**src/rtl/mux_rr_nto1.sv**
```systemverilog
// mux_rr_nto1: N:1 valid/ready multiplexer with fixed-select or round-robin grant and one registered output stage
//   clk, rst            rising-edge clock, synchronous active-high reset
//   in_data/valid/ready per-channel inputs, channel i at in_data[i*WIDTH +: WIDTH]
//   mode, sel           0 = fixed select on sel, 1 = round-robin over valid channels
//   out_data/chan/valid registered output word, source channel and valid flag
//   out_ready           consumer takes out_data
//   xfer_count          output transfer counter, present only when MUX_XFER_CNT_EN is defined
module mux_rr_nto1 #(
    parameter int WIDTH  = 8,
    parameter int NUM_IN = 4,
    parameter int SEL_W  = $clog2(NUM_IN)
) (
    input  logic                    clk,
    input  logic                    rst,
    input  logic [NUM_IN*WIDTH-1:0] in_data,
    input  logic [NUM_IN-1:0]       in_valid,
    output logic [NUM_IN-1:0]       in_ready,
    input  logic                    mode,
    input  logic [SEL_W-1:0]        sel,
    output logic [WIDTH-1:0]        out_data,
    output logic [SEL_W-1:0]        out_chan,
    output logic                    out_valid,
    input  logic                    out_ready
`ifdef MUX_XFER_CNT_EN
    ,
    output logic [15:0]             xfer_count
`endif
);
    logic [SEL_W-1:0] ptr_q, ptr_d, gnt_idx, cand;
    logic [WIDTH-1:0] data_q, data_d;
    logic [SEL_W-1:0] chan_q, chan_d;
    logic             valid_q, valid_d;
    logic             gnt_any, can_load, xfer;
    logic [NUM_IN-1:0] grant;
    // Round-robin search runs from the farthest offset down so the nearest valid channel after ptr wins.
    always_comb begin
        gnt_any = 1'b0;
        gnt_idx = '0;
        cand    = '0;
        if (!mode) begin
            gnt_any = (int'(sel) < NUM_IN) && in_valid[sel];
            gnt_idx = sel;
        end else begin
            for (int k = NUM_IN; k >= 1; k--) begin
                cand = SEL_W'((int'(ptr_q) + k) % NUM_IN);
                if (in_valid[cand]) begin
                    gnt_any = 1'b1;
                    gnt_idx = cand;
                end
            end
        end
    end
    assign can_load = ~valid_q | out_ready;
    assign grant    = gnt_any ? (NUM_IN'(1) << gnt_idx) : '0;
    assign in_ready = grant & {NUM_IN{can_load & ~rst}};
    assign xfer     = |(in_valid & in_ready);
    assign valid_d  = xfer | (valid_q & ~out_ready);
    assign data_d   = xfer ? in_data[gnt_idx*WIDTH +: WIDTH] : data_q;
    assign chan_d   = xfer ? gnt_idx : chan_q;
    assign ptr_d    = (xfer && mode) ? gnt_idx : ptr_q;
    always_ff @(posedge clk) begin
        if (rst) begin
            valid_q <= 1'b0;
            data_q  <= '0;
            chan_q  <= '0;
            ptr_q   <= SEL_W'(NUM_IN - 1);
        end else begin
            valid_q <= valid_d;
            data_q  <= data_d;
            chan_q  <= chan_d;
            ptr_q   <= ptr_d;
        end
    end
    assign out_data  = data_q;
    assign out_chan  = chan_q;
    assign out_valid = valid_q;
`ifdef MUX_XFER_CNT_EN
    logic [15:0] cnt_q;
    always_ff @(posedge clk) begin
        if (rst) cnt_q <= '0;
        else if (valid_q && out_ready) cnt_q <= cnt_q + 16'd1;
    end
    assign xfer_count = cnt_q;
`endif
endmodule

```
**config.mk**
```make
export PLATFORM = sky130hd
export DESIGN_NAME = mux_rr_nto1
export DESIGN_NICKNAME = d
export VERILOG_FILES = /design/src/rtl/mux_rr_nto1.sv
export SDC_FILE = /design/constraint.sdc
export NUM_CORES = 1
export LEC_CHECK = 0
export CORE_MARGIN = 5
export CORE_UTILIZATION = 40
export DETAILED_ROUTE_END_ITERATION = 16
export GPL_TIMING_DRIVEN = 0
export HOLD_SLACK_MARGIN = 0.15
export PLACE_DENSITY = 0.78
export RECOVER_POWER = 100
export SYNTH_ARGS = -nofsm -noshare
export SYNTH_HDL_FRONTEND = slang
export SYNTH_SLANG_ARGS = --single-unit
```
**constraint.sdc**
```tcl
create_clock -name clk -period 4.9 [get_ports clk]
set_clock_uncertainty 0.15 [all_clocks]
set_input_delay 0.735 -clock clk [delete_from_list [all_inputs] [get_ports clk]]
set_output_delay 0.735 -clock clk [all_outputs]
set_load 0.05 [all_outputs]
```
==> results.cfg <==
[run_status]
status = finished, final reports clean

[logic_synthesis]
synthFlopType = dfxtp_1
avgSynthCellArea_um2 = 9.52
synth_top_cell_by_area = dfxtp_1
async_flop_share_pct = 0
netlist_top_cells_count = and2_1, a221oi_2, dfxtp_1
yosysMostFrequentCell = and2_1
ys_seq_area_share_pct = 21.4
synth_edf_count = 0
yosysUniqueCellTypes = 38
synth_cells = 128
syn_nets = 170
synth.top_cell.area_share_pct = 21.4
synthTopCellsByArea = dfxtp_1, a221oi_2, and2_1, nand3b_1, o31ai_1
synth_area_mm2 = 0.00122
yosysWarnings = 0
ys_seq_elements = 13

[setup_path]
critPathSlowestCell = dlygate4sd3_1
cp_data_required_time_ps = 4010
worstSetupPathType = input port to primary output
cp.arrival_ps = 3410
path_cells = dlygate4sd3_1, nor2b_4, o21a_1, o32ai_4, or2_1, a21oi_1, dlygate4sd3_1
max_stage_delay_ps = 770
crit_fanout = 9
cp_top_family = buffers and inverters
crit_top_cell = dlygate4sd3_1
path_buf_inv = 2
critPathLaunchType = input port
endpoint_kind = primary output

[finish]
drive_gt1_share_pct = 19.4
nFillCells = 278
instances_no_fill = 219
multiInputGateArea_um2 = 846
antenna_cells = 0
finalNetCount = 229
ff_latch_area_um2 = 260
areaGrowthSynthToFinish_pct = 48.4

[clocking]
cts.path.max_buffers = 2
post-cts-setup-buffer-count = 0
post_cts_resized = 0
hold_buffers = 0
ctsRootBufferMaster = clkbuf_4
path_clk_slew_ps = 90
numClockSinks = 13
cts_buffers = 3
cts_tree = done
h-tree-depth = 1
clock_latency_ps = 270

[sta]
finalCritPeriodShare_pct = 87.7
rsz0062_at_grt = no
slew_violations = 0
setup_viol = 0
clock.fmax_mhz = 233
min_period_ps = 4300
setup-tns-final_ps = 0
worstMarginPinSlew_ps = 663
final_hold_viol_count = 0
slew_headroom_pct = 55.2

[global_route]
grt_max_degree = 11
antenna_found_initial = 0
gr-usage-all-layers_pct = 17.0
grt_pass1_vias = 1232
overflow = 0
grt_pass1_wl_um = 5820

[die]
die_x_um = 65.2
ios = 57
rows = 20
die_y_um = 65.2
coreArea_mm2 = 0.00298
fp.dieArea_mm2 = 0.00425
start_util_pct = 40.9

[flow_run]
max_cap_violations = 0

[routing]
ant_nets = 0
firstDrtPassIters = 6
vias_per_cell = 5.56
drc_errors = 0
wirelength_um = 3530
via_count = 1217
initialDrtViolationCount = 57
wl_per_cell_um = 16.1

[pwr]
powerDensity_mw_per_mm2 = 226
worst_ir_drop_vdd_uv = 86.4
power_mw = 0.409
leakagePower_nw = 0.665

[placement]
gp_congestion = 0.817
place_hpwl_um = 2820
dp.cells = 215
portBuffers = 54

[min_path]
hold_class = flop to flop
-- layer usage --
layer / global-route usage (%) / vias up / part of all wire [%]
met4: 4.66 / 0 / 0.65
li1: - / 607 / -
met5: 0 / - / 0
met3: 1.54 / 2 / 5.0
met2: 30.0 / 39 / 52
met1: 22.1 / 569 / 42
-- logic make-up (layout without fill, tap and decap cells) --
| family | count (synthesis) | in the layout | synth area share, % |
|---|---|---|---|
| mux | 2 | 2 | 2.67 |
| buf+inv | 13 | 71 | 8.01 |
| flops | 13 | 13 | 21.4 |
| simple gates | 53 | 53 | 27.7 |
| compound gates | 47 | 47 | 40.2 |
-- cell usage in the layout, fill, tap and decap left out, drive strengths merged, types with 3 or more instances in the layout --
| master | instances |
|---|---|
| clkdlybuf4s50 | 38 |
| and2 | 17 |
| a221oi | 16 |
| dlygate4sd3 | 16 |
| dfxtp | 13 |
| buf | 10 |
| o31ai | 9 |
| nand3b | 8 |
| o21ai | 7 |
| clkbuf | 7 |
| nor2b | 6 |
| nor2 | 5 |
| a21oi | 5 |
| nand2 | 4 |
| nand2b | 3 |
| or2 | 3 |
-- tightest hold or removal path, delay by kind of cell (launching register included) --
family	cells	cell delay, ps
AO/OA/AOI/OAI	1	50
flip-flops	1	320
AND/OR/NAND/NOR	1	50
-- area by class of cell --
type	instances	area share (%)
repair buffers	54	29.9
multi-input cells	102	46.8
flip-flops and latches	13	14.4
clock buffers	4	1.45
well taps	33	2.28
plain buffers	13	5.19
-- state kept, by name, summed over array words and instances (netlist names) --
register,flops
ptr_q,2
out_chan,2
out_valid,1
out_data,8
-- where the power goes --
part / internal (mW) / leakage, nW / switching (mW) / total [mW]
sequential: 0.119 / 0.108 / 0.00649 / 0.126
combinational: 0.0927 / 0.542 / 0.122 / 0.214
clock: 0.0315 / 0.0150 / 0.0371 / 0.0686
-- path summary, 6_finish.rpt --
path | cells past startpoint | end | slack, ps | start
setup / recovery | 7 | in_ready[3] | 600 | in_valid[3]
hold / removal | 2 | out_chan[0] | 310 | out_chan[0]
setup reg to reg | 8 | out_data[7] | 2980 | ptr_q[0]
hold reg to reg | 2 | out_chan[0] | 310 | out_chan[0]
-- through the flow --
step | util, % | cell area (um2) | hold slack (ps) | setup slack (ps)
6_report | 60.7 | 1810 | 311 | 602
2_1_floorplan | - | 1220 | 481 | 1190
4_1_cts | 61.3 | 1830 | 317 | 751
3_5_place_dp | 60.5 | 1800 | 305 | 752
5_1_grt | 60.7 | 1810 | 340 | 479
3_3_place_gp | 60.5 | 1800 | 294 | 782
No activity file was read; power rests on OpenSTA's default activity.
